**src/rtl/seg7_pkg.sv**
```systemverilog
// Shared seven-segment definitions: active-high segment codes {g,f,e,d,c,b,a},
// the digit-slot enum and the nibble decode used by the scan driver.
package seg7_pkg;

   localparam logic [6:0] SEG_0    = 7'h3F;
   localparam logic [6:0] SEG_1    = 7'h06;
   localparam logic [6:0] SEG_2    = 7'h5B;
   localparam logic [6:0] SEG_3    = 7'h4F;
   localparam logic [6:0] SEG_4    = 7'h66;
   localparam logic [6:0] SEG_5    = 7'h6D;
   localparam logic [6:0] SEG_6    = 7'h7D;
   localparam logic [6:0] SEG_7    = 7'h07;
   localparam logic [6:0] SEG_8    = 7'h7F;
   localparam logic [6:0] SEG_9    = 7'h6F;
   localparam logic [6:0] SEG_DASH = 7'h40;
   localparam logic [6:0] SEG_OFF  = 7'h00;

   typedef enum logic [1:0] {
      DIG_0 = 2'd0,
      DIG_1 = 2'd1,
      DIG_2 = 2'd2,
      DIG_3 = 2'd3
   } digit_e;

   // Non-BCD nibbles render as a dash so a corrupted count is visible.
   function automatic logic [6:0] seg7_code(input logic [3:0] nib);
      logic [6:0] code;
      case (nib)
         4'd0:    code = SEG_0;
         4'd1:    code = SEG_1;
         4'd2:    code = SEG_2;
         4'd3:    code = SEG_3;
         4'd4:    code = SEG_4;
         4'd5:    code = SEG_5;
         4'd6:    code = SEG_6;
         4'd7:    code = SEG_7;
         4'd8:    code = SEG_8;
         4'd9:    code = SEG_9;
         default: code = SEG_DASH;
      endcase
      return code;
   endfunction

endpackage

```
**src/rtl/seg7_decode.sv**
```systemverilog
// Combinational BCD nibble to active-high seven-segment code.
module seg7_decode
   import seg7_pkg::*;
(
   input  logic [3:0] nib_i,
   output logic [6:0] code_o
);

   always_comb begin
      code_o = seg7_code(nib_i);
   end

endmodule

```
**src/rtl/bcd_4d_seg_scan.sv**
```systemverilog
// Four-digit multiplexed seven-segment driver with per-frame snapshot of the
// BCD word and decimal points, optional leading-zero blanking and output polarity.
module bcd_4d_seg_scan
   import seg7_pkg::*;
#(
   parameter int unsigned SCAN_DIV       = 50000,
   parameter bit          SEG_ACTIVE_LOW = 1'b1,
   parameter bit          AN_ACTIVE_LOW  = 1'b1
) (
   input  logic        clk,
   input  logic        reset,
   input  logic        en,
   input  logic [15:0] bcd,
   input  logic [3:0]  dp,
   input  logic        lzb,
   output logic [7:0]  seg,
   output logic [3:0]  an
);

   localparam int unsigned         DIV_W    = (SCAN_DIV > 1) ? $clog2(SCAN_DIV) : 1;
   localparam logic [DIV_W-1:0]    DIV_LAST = DIV_W'(SCAN_DIV - 1);
   localparam logic [7:0]          SEG_INV  = {8{SEG_ACTIVE_LOW}};
   localparam logic [3:0]          AN_INV   = {4{AN_ACTIVE_LOW}};

   logic [DIV_W-1:0] div_q, div_d;
   digit_e           idx_q, idx_d;
   logic [15:0]      snap_q;
   logic [3:0]       dps_q;
   logic [7:0]       seg_q, seg_d;
   logic [3:0]       an_q, an_d;

   logic             snap_load;
   logic [3:0]       nib;
   logic             dp_bit;
   logic             blank;
   logic [6:0]       code;
   logic             z3, z32, z321;

   always_comb begin
      div_d = div_q + DIV_W'(1);
      idx_d = idx_q;
      if (div_q == DIV_LAST) begin
         div_d = '0;
         idx_d = digit_e'(idx_q + 2'd1);
      end
      snap_load = (div_q == '0) && (idx_q == DIG_0);
   end

   // A digit is blanked only when it and every more significant digit are zero.
   always_comb begin
      z3   = (snap_q[15:12] == 4'd0);
      z32  = z3  && (snap_q[11:8] == 4'd0);
      z321 = z32 && (snap_q[7:4]  == 4'd0);
      nib    = snap_q[3:0];
      dp_bit = dps_q[0];
      blank  = 1'b0;
      case (idx_q)
         DIG_0: begin
            nib    = snap_q[3:0];
            dp_bit = dps_q[0];
            blank  = 1'b0;
         end
         DIG_1: begin
            nib    = snap_q[7:4];
            dp_bit = dps_q[1];
            blank  = lzb && z321;
         end
         DIG_2: begin
            nib    = snap_q[11:8];
            dp_bit = dps_q[2];
            blank  = lzb && z32;
         end
         DIG_3: begin
            nib    = snap_q[15:12];
            dp_bit = dps_q[3];
            blank  = lzb && z3;
         end
         default: begin
            nib    = snap_q[3:0];
            dp_bit = dps_q[0];
            blank  = 1'b0;
         end
      endcase
   end

   seg7_decode u_decode (
      .nib_i  (nib),
      .code_o (code)
   );

   always_comb begin
      seg_d = blank ? {1'b0, SEG_OFF} : {dp_bit, code};
      seg_d = seg_d ^ SEG_INV;
      an_d  = (4'b0001 << idx_q) ^ AN_INV;
   end

   always_ff @(posedge clk or posedge reset) begin
      if (reset) begin
         div_q  <= '0;
         idx_q  <= DIG_0;
         snap_q <= '0;
         dps_q  <= '0;
         seg_q  <= SEG_INV;
         an_q   <= AN_INV;
      end else if (en) begin
         div_q <= div_d;
         idx_q <= idx_d;
         seg_q <= seg_d;
         an_q  <= an_d;
         if (snap_load) begin
            snap_q <= bcd;
            dps_q  <= dp;
         end
      end
   end

   assign seg = seg_q;
   assign an  = an_q;

endmodule

```
**config.mk**
```make
export PLATFORM = sky130hd
export DESIGN_NAME = bcd_4d_seg_scan
export DESIGN_NICKNAME = d
export VERILOG_FILES = /design/src/rtl/seg7_pkg.sv /design/src/rtl/seg7_decode.sv /design/src/rtl/bcd_4d_seg_scan.sv
export SDC_FILE = /design/constraint.sdc
export NUM_CORES = 1
export LEC_CHECK = 0
export ABC_AREA = 1
export ABC_CLOCK_PERIOD_IN_PS = 2200
export BUFFER_PORTS_ARGS = -buffer_cell sky130_fd_sc_hd__buf_2
export CORE_MARGIN = 2
export CORE_UTILIZATION = 55
export DETAILED_ROUTE_END_ITERATION = 8
export PLACE_DENSITY = 0.82
export REMOVE_ABC_BUFFERS = 1
export SLEW_MARGIN = 30
export SYNTH_ARGS = -nofsm -noshare
export SYNTH_HDL_FRONTEND = slang
export SYNTH_SLANG_ARGS = --single-unit
```
**constraint.sdc**
```tcl
create_clock -name clk -period 2.2 [get_ports clk]
set_input_delay 0.33 -clock clk [delete_from_list [all_inputs] [get_ports clk]]
set_output_delay 0.33 -clock clk [all_outputs]
set_load 0.01 [all_outputs]
```
==> flow_summary.ini, run 1 <==
[cells_and_area]
final_common_cell = nand2_1
layout_common_cells = nand2_1 (84), inv_1 (51), nor2_1 (47), dfrtp_1 (38), buf_2 (35)
drive_gt1_share_pct = 22.78
multi_input_area_um2 = 1261
final_cells = 462
diodes = 0
fill_cells = 412
utilization_pct = 65.73
seqCellArea_um2 = 1266
final_nets = 426
area_delta_synth_final_pct = 13.70

[sta]
tightest_slew_ps = 421.2
fin_tns_setup_ps = 0
final_max_slew_viol_count = 0
post-route-min-period_ps = 2034
skew_ps = 15.36
period_share_pct = 92.45
hold_violations = 0
max_slew_margin_pct = 71.92
setup-violations-final = 0
fmax_ghz = 0.4917

[logic_synthesis]
synth-seq-area-share_pct = 45.77
netlist.area_leader.share_pct = 34.37
synth_area_um2 = 2766
synth_area_leader_cell = dfrtp_1
ys_ff_latch = 50
yosysUniqueCellTypes = 35
synthFlopType = dfrtp_1
ys_warn_count = 0
synth-async-reset-ratio_pct = 100.0
syn_inst = 352
synth_area_leaders = dfrtp_1 (34%), dfstp_2 (11%), nand2_1 (11%)
postSynthAreaPerCell_um2 = 7.859
synth_edf_count = 0

[die]
die_y_um = 74.92
coreArea_um2 = 4786
die_x_um = 74.92
start_util_pct = 57.80
io_pins = 36
rows = 25
design.die.area_um2 = 5613

[critical_path]
crit_chain = inv_1, ha_1, inv_2, or2_1, o21ai_4, inv_1, ha_1, inv_1, nand2_1, nand2_1, nand2_1, a21oi_1
cp_max_fo = 10
critPathMaxStageDelay_ps = 410
cpLargestDelayFamily = adder cells
cp.required_ps = 2430
start_kind = register
critPathSlowestCell = dfrtp_1
crit_buf_inv = 4
end_kind = register
crit_arrival_ps = 2260
criticalPathCategory = register to register

[cts]
cts_tree = built
htree_levels = 2
cts-root-buf = clkbuf_8
cts_inserted_buffers = 5
clockBufferDepth = 2
cts_sinks = 50
insertion_delay_ps = 310
clkTransAtPathRegs_ps = 100

[hold_path]
hp-class = primary input to register

[power_and_ir_drop]
powerDensity_nw_per_um2 = 637.6
peakVddDrop_uv = 386.9
finalPower_w = 0.002006
p_leak_nw = 1.672

[route]
routed_wl_mm = 5.473
firstDrtPassIters = 4
avgViaCountPerCell = 4.983
drcViolationCount = 0
wl_per_cell_um = 11.85
num_vias = 2302
detail-route-antenna-nets = 0
drtIter0Drc = 112

[global_route]
gr-usage-all-layers_pct = 23.08
antenna_found_initial = 0
grt_start_max_net_pins = 41
grt_overflow = 0
grt_first_pass_wirelength_mm = 9.873
grt_pass1_vias = 2307

[place]
io_buffers = 35
dp_cells = 450
dp_hpwl_mm = 4.118
gp_congestion = 0.9084

[run]
drv_cap = 0

[run_status]
run_status = finished clean
-- cell families after synthesis --
| family | Yosys count | synth area share, % |
|---|---|---|
| buf+inv | 64 | 9.000 |
| fa+ha+maj | 8 | 3.618 |
| simple gates | 176 | 29.04 |
| flops | 50 | 45.77 |
| compound gates | 47 | 10.36 |
| xor+xnor | 7 | 2.216 |
-- worst register-to-register path, cell delays in order, from the launching register on --
cell and delay, ps:
dfrtp_1 410, inv_1 130, ha_1 190, inv_2 80, or2_1 250, o21ai_4 100, inv_1 80, ha_1 310
inv_1 80, nand2_1 50, nand2_1 70, nand2_1 50, a21oi_1 160
-- registers in the layout, indices dropped and copies added (netlist names) --
| register | count |
|---|---|
| seg | 8 |
| an | 4 |
| snap_q | 16 |
| idx_q | 2 |
| div_q | 16 |
| dps_q | 4 |
-- where the power goes --
group          leakage [nW]  internal [W]  switching [W]  total [W]
sequential            0.616       0.00101       0.000108    0.00112
combinational          1.01      0.000131       0.000214   0.000345
clock                0.0456      0.000227       0.000311   0.000538
-- worst paths after layout --
kind                            slack (ps)     start        end  cells after the start
worst max-delay path                   170  idx_q[1]     seg[3]                     12
worst min-delay path                   230    bcd[4]  snap_q[4]                      3
worst max register to register         170  idx_q[1]     seg[3]                     12
worst min register to register         490     an[0]      an[0]                      2
max in group asynchronous             1040     reset     seg[7]                      4
min in group asynchronous              530     reset   div_q[8]                      3
-- synthesized netlist by cell type (6+ instances only) --
library cell and instances:
nor2_1 47, ha_1 8, nor3_1 7, xor2_1 7, nand3_1 15, o21ai_2 10, nand2_1 84, dfstp_2 12
o21ai_0 13, inv_1 53, nand4_1 6, o21ai_1 11, dfrtp_1 38, a21oi_1 7
-- final cells by class --
| class | count | share of cell area, % |
|---|---|---|
| tap | 67 | 2.665 |
| sequential | 50 | 40.25 |
| inverter | 56 | 6.683 |
| clock inverter | 2 | 0.4375 |
| timing repair buffer | 43 | 7.558 |
| clock buffer | 6 | 2.307 |
| multi-input combinational | 238 | 40.10 |
-- stage by stage --
step	hold WS [ps]	instance area [um2]	setup WS [ps]
after floorplan	426.4	2728	-195.9
after global placement	308.2	3017	306.9
after detailed placement	307.1	3017	178.9
after CTS	227.2	3113	120.3
after global routing	240.4	3146	-3.708
final	234.4	3146	166.2
-- routing by layer --
metal / track usage, % / part of all wire (%)
met1: 28.09 / 43
met5: 0 / 0
met3: 4.953 / 4.4
met2: 39.86 / 50
met4: 9.325 / 1.9
-- timing repair --
action	4_1_cts	5_1_grt
endpoints found under the hold margin	11	0
buffers inserted	0	3
hold buffers	1	0
gates resized for setup	0	3
endpoints found under the setup margin	0	2
Power figures use the tool's default switching activity.
==> run 2, diff against run 1 <==
==> constraint.sdc (replaced) <==
create_clock -name clk -period 2.2 [get_ports clk]
set_input_delay 0.44 -clock clk [delete_from_list [all_inputs] [get_ports clk]]
set_output_delay 0.44 -clock clk [all_outputs]
set_load 0.01 [all_outputs]
==> flow_summary.ini, run 2 (synthesis gave the netlist of run 1 again) <==
[route]
wl_per_cell_um = 11.94
firstDrtPassIters = 4
routed_wl_mm = 5.458
drcViolationCount = 0
drtIter0Drc = 138
num_vias = 2275
avgViaCountPerCell = 4.978
detail-route-antenna-nets = 0

[critical_path]
criticalPathCategory = register to register
cp.required_ps = 2440
start_kind = register
crit_arrival_ps = 2260
cp_max_fo = 7
end_kind = register

[sta]
fmax_ghz = 0.4958
setup-violations-final = 0
hold_violations = 0
final_max_slew_viol_count = 0
skew_ps = 6.526
timing.final.ws_setup_ps = 183.0
max_slew_margin_pct = 71.55
post-route-min-period_ps = 2017
tightest_slew_ps = 426.8
period_share_pct = 91.68
rsz0062_at_grt = no

[cells_and_area]
area_delta_synth_final_pct = 12.57
final_nets = 421
layout_common_cells = nand2_1 (84), inv_1 (52), nor2_1 (47), dfrtp_1 (38), buf_2 (35)
drive_gt1_share_pct = 21.54
final_common_cell = nand2_1
final_cells = 457
diodes = 0

[die]
start_util_pct = 57.80
die_y_um = 74.92
die_x_um = 74.92
rows = 25
coreArea_um2 = 4786
design.die.area_um2 = 5613
io_pins = 36

[cts]
htree_levels = 2
cts_inserted_buffers = 5
cts_tree = built
cts-root-buf = clkbuf_8
clockBufferDepth = 2
cts_hold_buffers = 0
insertion_delay_ps = 310
cts_setup_buffers = 0
cts_sinks = 50
clkTransAtPathRegs_ps = 90

[power_and_ir_drop]
p_leak_nw = 1.655
peakVddDrop_uv = 440.0
powerDensity_nw_per_um2 = 640.5

[place]
io_buffers = 35
pre_cts_slack_ps = 200.1
dp_hpwl_mm = 4.010
gp_congestion = 0.8980
dp_cells = 449

[hold_path]
hp-class = primary input to async pin

[run]
drv_cap = 0

[global_route]
grt_overflow = 0
grt_pass1_vias = 2311
grt_first_pass_wirelength_mm = 9.722
gr-usage-all-layers_pct = 22.71
grt_start_max_net_pins = 51
antenna_found_initial = 0

[run_status]
run_status = finished clean
-- run 2: cell count changes in the layout (fill, tap and decap cells not counted), sizes merged --
cell,before,now
buf,42,38
clkbuf,6,5
clkinv,1,2
clkinvlp,0,1
dlygate4sd3,1,0
inv,57,56
-- run 2: final timing paths --
kind	cells past startpoint	slack [ps]	to	from
setup / recovery	12	180	seg[3]	idx_q[0]
hold / removal	3	150	div_q[0]	reset
setup reg to reg	12	180	seg[3]	idx_q[0]
hold reg to reg	2	500	seg[5]	seg[5]
max in group asynchronous	3	1750	an[0]	reset
min in group clk	3	350	snap_q[4]	bcd[4]
-- run 2: worst max-delay path: stages, from the launching register on --
cell and delay (ps):
dfrtp_1 380, inv_1 110, ha_1 300, nand2_1 100, nand2_1 80, o21ai_4 220
inv_1 70, ha_1 280, inv_1 80, nand2_1 60, nand2_1 80, nand2_1 50
a21oi_1 130
-- run 2: per-stage QoR --
| stage | power (W) | utilization (%) | cell area (um2) | hold slack [ps] | TNS [ps] |
|---|---|---|---|---|---|
| after floorplan | 0.001365 | - | 2728 | 451.2 | -3508 |
| after global placement | 0.001468 | 63.14 | 3022 | 474.2 | 0 |
| after detailed placement | 0.001479 | 63.14 | 3022 | 474.9 | 0 |
| after CTS | 0.002011 | 64.92 | 3107 | 166.6 | 0 |
| after global routing | 0.002114 | 65.07 | 3114 | 179.0 | 0 |
| final | 0.001995 | 65.07 | 3114 | 154.7 | 0 |
-- run 2: area by class of cell --
cell class              instances  area, um2
clock buffers                   5      68.82
flip-flops and latches         50       1266
well taps                      67      83.83
repair buffers                 38      210.2
multi-input cells             238       1259
fillers                       405       1672
clock inverters                 3      16.27
inverters                      56      210.2
-- run 2: per-layer routing --
| layer | part of all wire, % | track usage [%] |
|---|---|---|
| met5 | 0 | 0 |
| met4 | 2.0 | 8.730 |
| met3 | 3.9 | 4.685 |
| met2 | 50 | 40.84 |
| met1 | 45 | 26.49 |
-- run 2: where the power goes --
group	total, W	internal, W	leakage, nW	switching, W
clock network	0.000533	0.000218	0.0416	0.000315
registers	0.00112	0.00101	0.616	0.000109
logic	0.000339	0.000131	0.997	0.000209
-- run 2: what timing repair did --
action	4_1_cts	5_1_grt
endpoints found under the setup margin	0	2
hold endpoints to repair	0	0
gates resized for setup	0	1
==> run 3, diff against run 2 <==
- BUFFER_PORTS_ARGS: -buffer_cell sky130_fd_sc_hd__buf_2 -> -buffer_cell sky130_fd_sc_hd__buf_4
- CORE_UTILIZATION: 55 -> 45
- CTS_BUF_LIST: not set -> sky130_fd_sc_hd__clkbuf_4 sky130_fd_sc_hd__clkbuf_8
- PLACE_DENSITY: 0.82 -> 0.71
==> flow_summary.ini, run 3 (synthesis gave the netlist of run 1 again) <==
[sta]
timing.final.ws_setup_ps = 197.9
skew_ps = 5.948
rsz0062_at_grt = no
hold_ws_ps = 164.3
post-route-min-period_ps = 2002
tightest_slew_ps = 435.1
final_max_slew_viol_count = 0
period_share_pct = 91.00
setup-violations-final = 0
hold_violations = 0
max_slew_margin_pct = 70.99
fmax_ghz = 0.4995

[die]
die_x_um = 82.41
io_pins = 36
design.die.area_um2 = 6791
start_util_pct = 46.72
rows = 28
coreArea_um2 = 5921
die_y_um = 82.41

[critical_path]
critPathMaxStageDelay_ps = 410
criticalPathCategory = register to register
start_kind = register
crit_chain = inv_1, ha_1, inv_2, or2_1, o21ai_4, inv_1, ha_1, inv_1, nand2_1, nand2_1, nand2_1, a21oi_1
rr_startpoint = idx_q[0]
cp.required_ps = 2430
critPathSlowestCell = dfrtp_1
reg2regPathDepth = 12
rrSetupSlack_ps = 200
cp_max_fo = 10
cp-startpoint = idx_q[0]
end_kind = register
crit_path_end = seg[3]
crit_arrival_ps = 2240
r2r_end = seg[3]

[place]
pre_cts_slack_ps = 177.7
gp_congestion = 0.8416
placed_area_um2 = 3112
dp_cells = 456
dp_hpwl_mm = 3.991
io_buffers = 35

[global_route]
grt_pass1_vias = 2172
grt_first_pass_wirelength_mm = 9.680
gr-usage-all-layers_pct = 18.40
grt_overflow = 0
antenna_found_initial = 0
grt_start_max_net_pins = 51

[route]
firstDrtPassIters = 4
drcViolationCount = 0
avgViaCountPerCell = 4.821
num_vias = 2237
detail-route-antenna-nets = 0
routed_wl_mm = 5.481
drtIter0Drc = 99
wl_per_cell_um = 11.81

[cells_and_area]
final_area_um2 = 3217
drive_gt1_share_pct = 21.85
fill_cells = 564
final_nets = 420
diodes = 0
area_delta_synth_final_pct = 16.28
layout_common_cells = nand2_1 (84), inv_1 (52), nor2_1 (47), dfrtp_1 (38), buf_4 (36)
final_cells = 464
final_common_cell = nand2_1

[cts]
cts_sinks = 50
cts_tree = built
cts_setup_buffers = 0
clkTransAtPathRegs_ps = 90
insertion_delay_ps = 310
cts_inserted_buffers = 5
htree_levels = 2
clockBufferDepth = 2
cts-root-buf = clkbuf_8

[run]
drv_cap = 0

[power_and_ir_drop]
powerDensity_nw_per_um2 = 635.5
peakVddDrop_uv = 375.4
p_leak_nw = 1.692
finalPower_w = 0.002044

[run_status]
run_status = finished clean

[hold_path]
hp-class = primary input to async pin
## run 3: per-layer routing
metal	part of all wire [%]	up-vias	GRT usage, %
met5	0	-	0
met1	45	1012	22.48
met2	49	45	32.50
met3	4.0	9	3.587
met4	1.3	0	5.833
li1	-	1171	-
## run 3: per-stage QoR
step	setup TNS, ps	util, %
after floorplan	-3508	-
after global routing	0	54.33
after detailed placement	0	52.56
after CTS	0	54.16
final	0	54.33
after global placement	0	52.56
## run 3: how the worst min path moves through the flow
stage          depth (start not counted)  slack, ps        end
6_report                               3        160  div_q[15]
5_1_grt                                3        190   div_q[1]
4_1_cts                                3        170  div_q[15]
3_5_place_dp                           2        480   dps_q[1]
3_3_place_gp                           2        480  snap_q[1]
2_1_floorplan                          2        450  snap_q[1]
## run 3: final cells by class
cell class                 count  area (um2)  area share [%]
clock buffer                   7       90.09           2.800
clock inverter                 1       5.005          0.1556
timing repair buffer          37       290.3           9.024
sequential                    50        1266           39.36
inverter                      56       210.2           6.534
multi-input combinational    238        1261           39.21
tap                           75       93.84           2.917
## run 3: report_power, final
group	switching, W	total [W]	internal [W]
Sequential	0.000108	0.00112	0.00101
Clock	0.000301	0.000568	0.000267
Combinational	0.000207	0.000355	0.000147
Total	0.000617	0.00204	0.00143
## run 3: worst max-delay path, delay by kind of cell, from the launching register on
family	cells	cell delay, ps
adders and majority gates	2	470
DFF	1	410
AOI/OAI and AO/OA	2	250
buffers and inverters	4	360
and+or+nand+nor	4	440
## run 3: repair_timing
action	4_1_cts	5_1_grt
gates resized for setup	0	2
hold buffers	0	0
setup endpoints to repair	0	3
